[src/rtl/wb_commit_unit_pkg.sv]
// wb_commit_unit_pkg
//   Shared types and helpers for the writeback commit slice.
//   - INS_* : instruction-class codes. These mirror the shared insType table
//     (tools/def.v) so that this slice elaborates on its own. Do not add codes here.
//   - wr_src_e : which source owns the register-file write port this cycle.
//   - ins_writes_rf / ins_is_link : class decode helpers used by the commit stage.
package wb_commit_unit_pkg;

    localparam int INS_W = 6;

    localparam logic [INS_W-1:0] INS_RCAL_MIN   = 6'd1;
    localparam logic [INS_W-1:0] INS_RCAL_MAX   = 6'd10;
    localparam logic [INS_W-1:0] INS_SHIFT_MIN  = 6'd11;
    localparam logic [INS_W-1:0] INS_SHIFT_MAX  = 6'd16;
    localparam logic [INS_W-1:0] INS_ICAL_MIN   = 6'd17;
    localparam logic [INS_W-1:0] INS_ICAL_MAX   = 6'd25;
    localparam logic [INS_W-1:0] INS_LOAD_MIN   = 6'd26;
    localparam logic [INS_W-1:0] INS_LOAD_MAX   = 6'd30;
    localparam logic [INS_W-1:0] INS_STORE_MIN  = 6'd31;
    localparam logic [INS_W-1:0] INS_STORE_MAX  = 6'd33;
    localparam logic [INS_W-1:0] INS_BRANCH_MIN = 6'd34;
    localparam logic [INS_W-1:0] INS_BRANCH_MAX = 6'd39;
    localparam logic [INS_W-1:0] INS_J          = 6'd40;
    localparam logic [INS_W-1:0] INS_JAL        = 6'd41;
    localparam logic [INS_W-1:0] INS_JR         = 6'd42;
    localparam logic [INS_W-1:0] INS_JALR       = 6'd43;

    typedef enum logic [1:0] {
        WSRC_NONE  = 2'd0,
        WSRC_PIPE  = 2'd1,
        WSRC_QUEUE = 2'd2
    } wr_src_e;

    // RCAL..SHIFT is one contiguous range, so a single compare covers both classes.
    function automatic logic ins_writes_rf(input logic [INS_W-1:0] ins);
        return ((ins >= INS_RCAL_MIN) && (ins <= INS_SHIFT_MAX)) ||
               ((ins >= INS_LOAD_MIN) && (ins <= INS_LOAD_MAX))  ||
               ((ins >= INS_ICAL_MIN) && (ins <= INS_ICAL_MAX))  ||
               (ins == INS_JAL) || (ins == INS_JALR);
    endfunction

    function automatic logic ins_is_link(input logic [INS_W-1:0] ins);
        return (ins == INS_JAL) || (ins == INS_JALR);
    endfunction

endpackage

[src/rtl/wb_commit_unit_if.sv]
// wb_commit_unit_if
//   Late-result channel between a long-latency unit (mul/div) and the commit stage.
//   Transfer happens on a cycle with late_valid && late_ready.
//   Signals: late_valid, late_rd[REG_AW], late_data[DATA_W] (producer -> commit),
//            late_ready (commit -> producer).
//   Modports: master = late unit, slave = wb_commit_unit.
interface wb_commit_unit_if #(
    parameter int DATA_W = 32,
    parameter int REG_AW = 5
);
    import wb_commit_unit_pkg::*;

    logic              late_valid;
    logic [REG_AW-1:0] late_rd;
    logic [DATA_W-1:0] late_data;
    logic              late_ready;

    modport master (
        output late_valid,
        output late_rd,
        output late_data,
        input  late_ready
    );

    modport slave (
        input  late_valid,
        input  late_rd,
        input  late_data,
        output late_ready
    );

endinterface

[src/rtl/wb_late_queue.sv]
// wb_late_queue
//   Synchronous FIFO holding {rd, data} late results waiting for a free RF write slot.
//   Ports: clk, rst (sync, active-high), push/push_rd/push_data, pop,
//          head_rd/head_data (oldest entry), full, empty, count.
//   Optional (WB_FWD_EN): probe_rd in, probe_hit out = some queued entry targets probe_rd
//   (probe_rd of zero never hits).
//   Push while full and pop while empty are ignored. DEPTH must be a power of two
//   so the pointers wrap by plain overflow.
module wb_late_queue
    import wb_commit_unit_pkg::*;
#(
    parameter int  DATA_W = 32,
    parameter int  REG_AW = 5,
    parameter int  DEPTH  = 4,
    localparam int PTR_W  = $clog2(DEPTH),
    localparam int CNT_W  = PTR_W + 1
) (
    input  logic              clk,
    input  logic              rst,
    input  logic              push,
    input  logic [REG_AW-1:0] push_rd,
    input  logic [DATA_W-1:0] push_data,
    input  logic              pop,
    output logic [REG_AW-1:0] head_rd,
    output logic [DATA_W-1:0] head_data,
    output logic              full,
    output logic              empty,
    output logic [CNT_W-1:0]  count
`ifdef WB_FWD_EN
    ,
    input  logic [REG_AW-1:0] probe_rd,
    output logic              probe_hit
`endif
);

    logic [REG_AW-1:0] rd_mem   [DEPTH];
    logic [DATA_W-1:0] data_mem [DEPTH];
    logic [PTR_W-1:0]  rd_ptr;
    logic [PTR_W-1:0]  wr_ptr;
    logic              do_push;
    logic              do_pop;

    assign full      = (count == CNT_W'(DEPTH));
    assign empty     = (count == '0);
    assign do_push   = push && !full;
    assign do_pop    = pop && !empty;
    assign head_rd   = rd_mem[rd_ptr];
    assign head_data = data_mem[rd_ptr];

    // Storage carries no reset; occupancy is tracked by count alone.
    always_ff @(posedge clk) begin
        if (do_push) begin
            rd_mem[wr_ptr]   <= push_rd;
            data_mem[wr_ptr] <= push_data;
        end
    end

    always_ff @(posedge clk) begin
        if (rst) begin
            rd_ptr <= '0;
            wr_ptr <= '0;
            count  <= '0;
        end else begin
            if (do_push) wr_ptr <= wr_ptr + 1'b1;
            if (do_pop)  rd_ptr <= rd_ptr + 1'b1;
            case ({do_push, do_pop})
                2'b10:   count <= count + 1'b1;
                2'b01:   count <= count - 1'b1;
                default: count <= count;
            endcase
        end
    end

`ifdef WB_FWD_EN
    // Slot i is live when its distance from the read pointer is below the occupancy.
    logic [PTR_W-1:0] slot_off;

    always_comb begin
        probe_hit = 1'b0;
        slot_off  = '0;
        for (int i = 0; i < DEPTH; i++) begin
            slot_off = PTR_W'(i) - rd_ptr;
            if ((CNT_W'(slot_off) < count) && (rd_mem[i] == probe_rd) && (probe_rd != '0))
                probe_hit = 1'b1;
        end
    end
`endif

endmodule

[src/rtl/wb_commit_unit.sv]
// wb_commit_unit
//   Writeback commit stage. Decodes the MEM/WB slot into a register-file write and merges
//   it with late mul/div results on the single RF write port. Pipeline writes always win;
//   late results wait in wb_late_queue and drain in idle write slots. If the queue head
//   is starved for MAX_WAIT cycles, stall_req asks the pipeline for bubbles.
//   Ports:
//     clk, rst                         clock, synchronous active-high reset
//     mem_valid/insType/rd/result/linkAddr   MEM/WB slot
//     late_if (slave)                  late-result handshake (valid/rd/data/ready)
//     rf_we/rf_waddr/rf_wdata          registered RF write (one cycle after decision)
//     stall_req                        registered bubble request
//     lq_count                         late-queue occupancy
//   Optional feature macro WB_FWD_EN adds:
//     fwd_valid/fwd_rd/fwd_data        combinational copy of this cycle's winning write
//     fwd_probe_rd (in), lq_hit (out)  registered probe matched against queued rd values
module wb_commit_unit
    import wb_commit_unit_pkg::*;
#(
    parameter int  DATA_W   = 32,
    parameter int  REG_AW   = 5,
    parameter int  LQ_DEPTH = 4,
    parameter int  MAX_WAIT = 8,
    localparam int CNT_W    = $clog2(LQ_DEPTH) + 1
) (
    input  logic              clk,
    input  logic              rst,
    input  logic              mem_valid,
    input  logic [INS_W-1:0]  mem_insType,
    input  logic [REG_AW-1:0] mem_rd,
    input  logic [DATA_W-1:0] mem_result,
    input  logic [DATA_W-1:0] mem_linkAddr,
    wb_commit_unit_if.slave   late_if,
    output logic              rf_we,
    output logic [REG_AW-1:0] rf_waddr,
    output logic [DATA_W-1:0] rf_wdata,
    output logic              stall_req,
    output logic [CNT_W-1:0]  lq_count
`ifdef WB_FWD_EN
    ,
    output logic              fwd_valid,
    output logic [REG_AW-1:0] fwd_rd,
    output logic [DATA_W-1:0] fwd_data,
    input  logic [REG_AW-1:0] fwd_probe_rd,
    output logic              lq_hit
`endif
);

    localparam int WAIT_W = $clog2(MAX_WAIT + 1);

    logic              pipe_wr;
    logic [DATA_W-1:0] pipe_data;
    wr_src_e           src_p0;
    logic              vld_p0;
    logic [REG_AW-1:0] wr_rd_p0;
    logic [DATA_W-1:0] wr_data_p0;

    logic              q_push;
    logic              q_pop;
    logic              q_full;
    logic              q_empty;
    logic [REG_AW-1:0] q_head_rd;
    logic [DATA_W-1:0] q_head_data;

    logic [WAIT_W-1:0] wait_cnt;
    logic [WAIT_W-1:0] wait_cnt_nxt;

    logic              vld_p1;
    logic [REG_AW-1:0] wr_rd_p1;
    logic [DATA_W-1:0] wr_data_p1;
    logic              stall_p1;

    // ---- p0: decode, arbitration, queue control ----
    always_comb begin
        pipe_wr   = mem_valid && ins_writes_rf(mem_insType) && (mem_rd != '0);
        pipe_data = ins_is_link(mem_insType) ? mem_linkAddr : mem_result;

        src_p0 = WSRC_NONE;
        if (pipe_wr)       src_p0 = WSRC_PIPE;
        else if (!q_empty) src_p0 = WSRC_QUEUE;

        vld_p0     = 1'b0;
        wr_rd_p0   = q_head_rd;
        wr_data_p0 = q_head_data;
        case (src_p0)
            WSRC_PIPE: begin
                vld_p0     = 1'b1;
                wr_rd_p0   = mem_rd;
                wr_data_p0 = pipe_data;
            end
            WSRC_QUEUE: vld_p0 = 1'b1;
            default:    vld_p0 = 1'b0;
        endcase
    end

    // Ready comes from the registered count only; a pop this cycle does not free a slot
    // for a push this cycle. Writes to r0 are acknowledged but never stored.
    assign late_if.late_ready = !q_full;
    assign q_push = late_if.late_valid && !q_full && (late_if.late_rd != '0);
    assign q_pop  = (src_p0 == WSRC_QUEUE);

    // Counts cycles a present head was passed over; saturates at MAX_WAIT.
    always_comb begin
        wait_cnt_nxt = wait_cnt;
        if (q_empty || q_pop)
            wait_cnt_nxt = '0;
        else if (wait_cnt != WAIT_W'(MAX_WAIT))
            wait_cnt_nxt = wait_cnt + 1'b1;
    end

`ifdef WB_FWD_EN
    logic [REG_AW-1:0] probe_rd_p1;

    always_ff @(posedge clk) begin
        if (rst) probe_rd_p1 <= '0;
        else     probe_rd_p1 <= fwd_probe_rd;
    end

    assign fwd_valid = vld_p0;
    assign fwd_rd    = wr_rd_p0;
    assign fwd_data  = wr_data_p0;
`endif

    wb_late_queue #(
        .DATA_W (DATA_W),
        .REG_AW (REG_AW),
        .DEPTH  (LQ_DEPTH)
    ) u_late_queue (
        .clk       (clk),
        .rst       (rst),
        .push      (q_push),
        .push_rd   (late_if.late_rd),
        .push_data (late_if.late_data),
        .pop       (q_pop),
        .head_rd   (q_head_rd),
        .head_data (q_head_data),
        .full      (q_full),
        .empty     (q_empty),
        .count     (lq_count)
`ifdef WB_FWD_EN
        ,
        .probe_rd  (probe_rd_p1),
        .probe_hit (lq_hit)
`endif
    );

    // ---- p1: registered RF write and stall request ----
    always_ff @(posedge clk) begin
        if (rst) begin
            vld_p1     <= 1'b0;
            wr_rd_p1   <= '0;
            wr_data_p1 <= '0;
            wait_cnt   <= '0;
            stall_p1   <= 1'b0;
        end else begin
            vld_p1 <= vld_p0;
            if (vld_p0) begin
                wr_rd_p1   <= wr_rd_p0;
                wr_data_p1 <= wr_data_p0;
            end
            wait_cnt <= wait_cnt_nxt;
            stall_p1 <= (wait_cnt_nxt == WAIT_W'(MAX_WAIT));
        end
    end

    assign rf_we     = vld_p1;
    assign rf_waddr  = wr_rd_p1;
    assign rf_wdata  = wr_data_p1;
    assign stall_req = stall_p1;

endmodule
[src/flat_wrapper.sv]
// flat-port wrapper written by rule: the top's interface ports become plain ports
module wb_commit_unit_flat import wb_commit_unit_pkg::*;
#(
    parameter int  DATA_W   = 32,
    parameter int  REG_AW   = 5,
    parameter int  LQ_DEPTH = 4,
    parameter int  MAX_WAIT = 8,
    localparam int CNT_W    = $clog2(LQ_DEPTH) + 1
)
  (clk, rst, mem_valid, mem_insType, mem_rd, mem_result, mem_linkAddr, rf_we, rf_waddr, rf_wdata, stall_req, lq_count, late_if_late_valid, late_if_late_rd, late_if_late_data, late_if_late_ready);
  wb_commit_unit_if #(.DATA_W(DATA_W), .REG_AW(REG_AW)) late_if_i ();
  input  logic clk;
  input  logic rst;
  input  logic mem_valid;
  input  logic [INS_W-1:0] mem_insType;
  input  logic [REG_AW-1:0] mem_rd;
  input  logic [DATA_W-1:0] mem_result;
  input  logic [DATA_W-1:0] mem_linkAddr;
  output logic rf_we;
  output logic [REG_AW-1:0] rf_waddr;
  output logic [DATA_W-1:0] rf_wdata;
  output logic stall_req;
  output logic [CNT_W-1:0] lq_count;
  input wire logic [$bits(late_if_i.late_valid)-1:0] late_if_late_valid;
  input wire logic [$bits(late_if_i.late_rd)-1:0] late_if_late_rd;
  input wire logic [$bits(late_if_i.late_data)-1:0] late_if_late_data;
  output wire logic [$bits(late_if_i.late_ready)-1:0] late_if_late_ready;
  assign late_if_i.late_valid = late_if_late_valid;
  assign late_if_i.late_rd = late_if_late_rd;
  assign late_if_i.late_data = late_if_late_data;
  assign late_if_late_ready = late_if_i.late_ready;
  wb_commit_unit #(.DATA_W(DATA_W), .REG_AW(REG_AW), .LQ_DEPTH(LQ_DEPTH), .MAX_WAIT(MAX_WAIT)) u_core (.clk(clk), .rst(rst), .mem_valid(mem_valid), .mem_insType(mem_insType), .mem_rd(mem_rd), .mem_result(mem_result), .mem_linkAddr(mem_linkAddr), .late_if(late_if_i), .rf_we(rf_we), .rf_waddr(rf_waddr), .rf_wdata(rf_wdata), .stall_req(stall_req), .lq_count(lq_count));
endmodule
[config.mk]
export PLATFORM = sky130hd
export DESIGN_NAME = wb_commit_unit_flat
export DESIGN_NICKNAME = d
export VERILOG_FILES = /design/src/rtl/wb_commit_unit_pkg.sv /design/src/rtl/wb_commit_unit_if.sv /design/src/rtl/wb_late_queue.sv /design/src/rtl/wb_commit_unit.sv /design/src/flat_wrapper.sv
export SDC_FILE = /design/constraint.sdc
export NUM_CORES = 1
export LEC_CHECK = 0
export CORE_UTILIZATION = 50
export CTS_CLUSTER_DIAMETER = 40
export CTS_CLUSTER_SIZE = 28
export DETAILED_ROUTE_END_ITERATION = 10
export DONT_BUFFER_PORTS = 1
export GPL_ROUTABILITY_DRIVEN = 0
export SLEW_MARGIN = 20
export SYNTH_ARGS = -nofsm -noshare
export SYNTH_HDL_FRONTEND = slang
export SYNTH_SLANG_ARGS = --single-unit
[constraint.sdc]
create_clock -name clk -period 5.5 [get_ports clk]
set_input_delay 0.825 -clock clk [delete_from_list [all_inputs] [get_ports clk]]
set_output_delay 0.825 -clock clk [all_outputs]
set_load 0.03 [all_outputs]
==> reports/qor.yml <==
antenna_found_initial: 0
post_cts_resize_count: 0
routedWlPerCell_um: 26.02
placed_cell_area_um2: 8742
cp_max_fo: 35
min_to: "u_core.rf_wdata[4]"
p_int_mw: 3.333
seq_power_share: 0.475
max_freq_mhz: 315.0
end_kind: "register"
yosys-top-cells-count: "edfxtp_1 (148), dfxtp_1 (52), mux4_2 (37), nand3_1 (34), o21ai_0 (33)"
met3_length_um: 1576
ys_ff_latch: 200
cp.required_ps: 5880
io_buffers: 0
num_io_pins: 159
core_um2: 16700
fin_crit_sh: 0.5772
num_antenna_cells: 0
p_per_area_nw_per_um2: 510.4
ys_types: 49
criticalPathCategory: "input port to register"
hpwlAfterDp_um: 11510
setup_violations: 0
h-tree-depth: 4
rsz0062_at_grt: "no"
postCtsSetupBuffers: 0
status: "finished clean"
synthTopCellsByArea: "edfxtp_1 (52%), dfxtp_1 (12%), mux4_2 (9.7%), a311oi_2 (5.2%), mux2_2 (4.2%)"
worstMarginPinSlew_ps: 1129
swShare: 0.3068
syn-instance-count: 541
root_buffer: "clkbuf_16"
clock_latency_ps: 440
clock-sinks: 200
hp-class: "input port to register"
worst_r2r_startpoint: "u_core.u_late_queue.count[2]"
worstRegToRegCells: 9
ir_drop_v: 0.0002685
yosys.cell_count.top_type: "edfxtp_1"
drv_cap: 0
holdPathStages: 1
relSlewSlack: 0.2476
reg2reg_to: "u_core.u_late_queue.count[2]"
netlist_area_um2: 8589
nets: 646
grt_use_total: 0.2327
drt_iter0_drc: 335
yosysSeqAreaShare: 0.6386
slowest_delay_ps: 570
maxSlewViolCount: 0
synth_nets: 665
cts_hold_buf: 0
p_sw_mw: 1.475
vias: 4927
fin_crit_ps: 3175
slowest_stage: "o221a_2"
grt_pass1_wl_um: 30020
drtPass1Iterations: 4
overflow: 0
total_power_mw: 4.808
start_util: 0.5143
drc: 0
hold_start: "rst"
met1_length_um: 8282
wirelength_um: 19650
layout-drive-gt1-share: 0.2879
crit_path_cell_trace: "or4_4 > o221a_2 > a31oi_4 > ha_1 > inv_1 > fa_1 > xor2_1 > or3_1 > a21oi_1"
synth_top_area_share: 0.5174
syn_to_final_growth_pct: 9.658
r2r_setup_slack_ps: 2580
start_kind: "input port"
final_area_um2: 9419
fin_setup_tns_ps: 0
yosysTopAreaCell: "edfxtp_1"
arrival_ps: 3550
clkPwrFrac: 0.295
synthArstFlopShare: 0
rows: 47
combinationalPowerShare: 0.230
cts_buffers: 17
fp.dieH_um: 133.1
hold_viol: 0
wl_met2_um: 9570
grt_max_degree: 50
utilization: 0.5640
dieArea_um2: 17710
grt_pass1_vias: 5123
leakage_nw: 2.916
cts_buffer_depth: 2
avgSynthCellArea_um2: 15.88
die_w_um: 133.1
cts_tree: "built"
avgViaCountPerCell: 6.526
yosys_warnings: 0
synth_edf_count: 148
top_layer: "met4"
clk_pin_slew_ps: 70
fin_skew_ps: 6.373
synth_ff_type: "edfxtp_1"
drtAntennaViolNets: 0
[state kept, by name, summed over array words and instances, names as in the netlist, named ones only]
| signal | count |
|---|---|
| u_core.u_late_queue.rd_ptr | 2 |
| u_core.u_late_queue.rd_mem | 20 |
| u_core.u_late_queue.data_mem | 128 |
| u_core.stall_req | 1 |
| u_core.rf_waddr | 5 |
| u_core.u_late_queue.count | 3 |
| u_core.wait_cnt | 4 |
| u_core.u_late_queue.wr_ptr | 2 |
| u_core.rf_we | 1 |
| u_core.rf_wdata | 32 |
[power groups by stage]
stage               registers, mW  clock network (mW)  logic, mW
finish                       2.28                1.42       1.10
global placement             2.32                   0       1.08
global route                 2.32                1.50       1.20
CTS                          2.29                1.44       1.11
floorplan                    2.16                   0       1.01
detailed placement           2.33                   0       1.11
[routing by layer]
metal	track usage	vias to the layer above
li1	-	2158
met1	0.3064	2556
met2	0.3741	196
met3	0.07318	17
met4	0.06194	0
met5	0	-
[cell type report]
type / count / area (um^2)
Fill cell: 1336 / 7282
Inverter: 12 / 45.04
Timing Repair Buffer: 6 / 45.04
Tap cell: 220 / 275.3
Clock buffer: 18 / 429.2
Sequential cell: 200 / 5490
Clock inverter: 14 / 244.0
Multi-Input combinational cell: 285 / 2890
[metrics by stage]
| step | setup WS (ps) | std cells | hold WS, ps |
|---|---|---|---|
| floorplan | 2303 | 541 | 469.2 |
| global placement | 1958 | 723 | 482.9 |
| detailed placement | 1865 | 723 | 496.6 |
| CTS | 2323 | 755 | 441.4 |
| global route | 2190 | 755 | 434.1 |
| finish | 2325 | 755 | 449.4 |
[worst max-delay path by stage]
stage	start	to	slack, ps	cells after the start
after detailed placement	mem_rd[1]	u_core.u_late_queue.count[2]	1860	9
after floorplan	mem_rd[1]	u_core.u_late_queue.count[2]	2300	10
after CTS	mem_rd[1]	u_core.u_late_queue.count[2]	2320	9
after global routing	mem_rd[1]	u_core.u_late_queue.count[2]	2190	9
after global placement	mem_rd[1]	u_core.u_late_queue.count[2]	1960	9
final	mem_rd[1]	u_core.u_late_queue.count[2]	2330	9
[cell families (layout without fill, tap and decap cells)]
family                   Yosys count  in the layout  share of synthesized area
AO/OA/AOI/OAI                    120            120                     0.1192
multiplexers                      77             77                     0.1486
adder cells (fa/ha/maj)            8              8                    0.01253
flip-flops                       200            200                     0.6386
buffers and inverters             56             50                    0.02957
XOR/XNOR                           5              5                   0.005099
AND/OR/NAND/NOR                   75             75                    0.04647
[placed cells by master, fill, tap and decap left out, types with 2 or more instances in the layout]
cell and count:
mux2_2 32, nand2_1 5, a311oi_2 30, inv_1 11
and2_2 2, nand3_1 34, clkbuf_16 17, ha_1 7
dfxtp_1 50, nor3_4 2, xor2_1 3, o21ai_0 33
nor4_1 8, mux4_2 37, nor2_1 11, and2_4 2
a31oi_1 32, mux2i_1 6, mux2_1 2, a211oi_1 5
edfxtp_1 148, bufinv_16 6, clkinvlp_4 3, a21oi_1 7
xnor2_1 2, inv_6 2, buf_4 6, a311oi_1 2
[worst max-delay path: cells and delay by family]
kind,cells,cell delay [ps]
AO/OA/AOI/OAI,3,1040
AND/OR/NAND/NOR,2,840
adder cells (fa/ha/maj),2,600
XOR/XNOR,1,180
buffers and inverters,1,60
No activity file was read; power rests on OpenSTA's default activity.
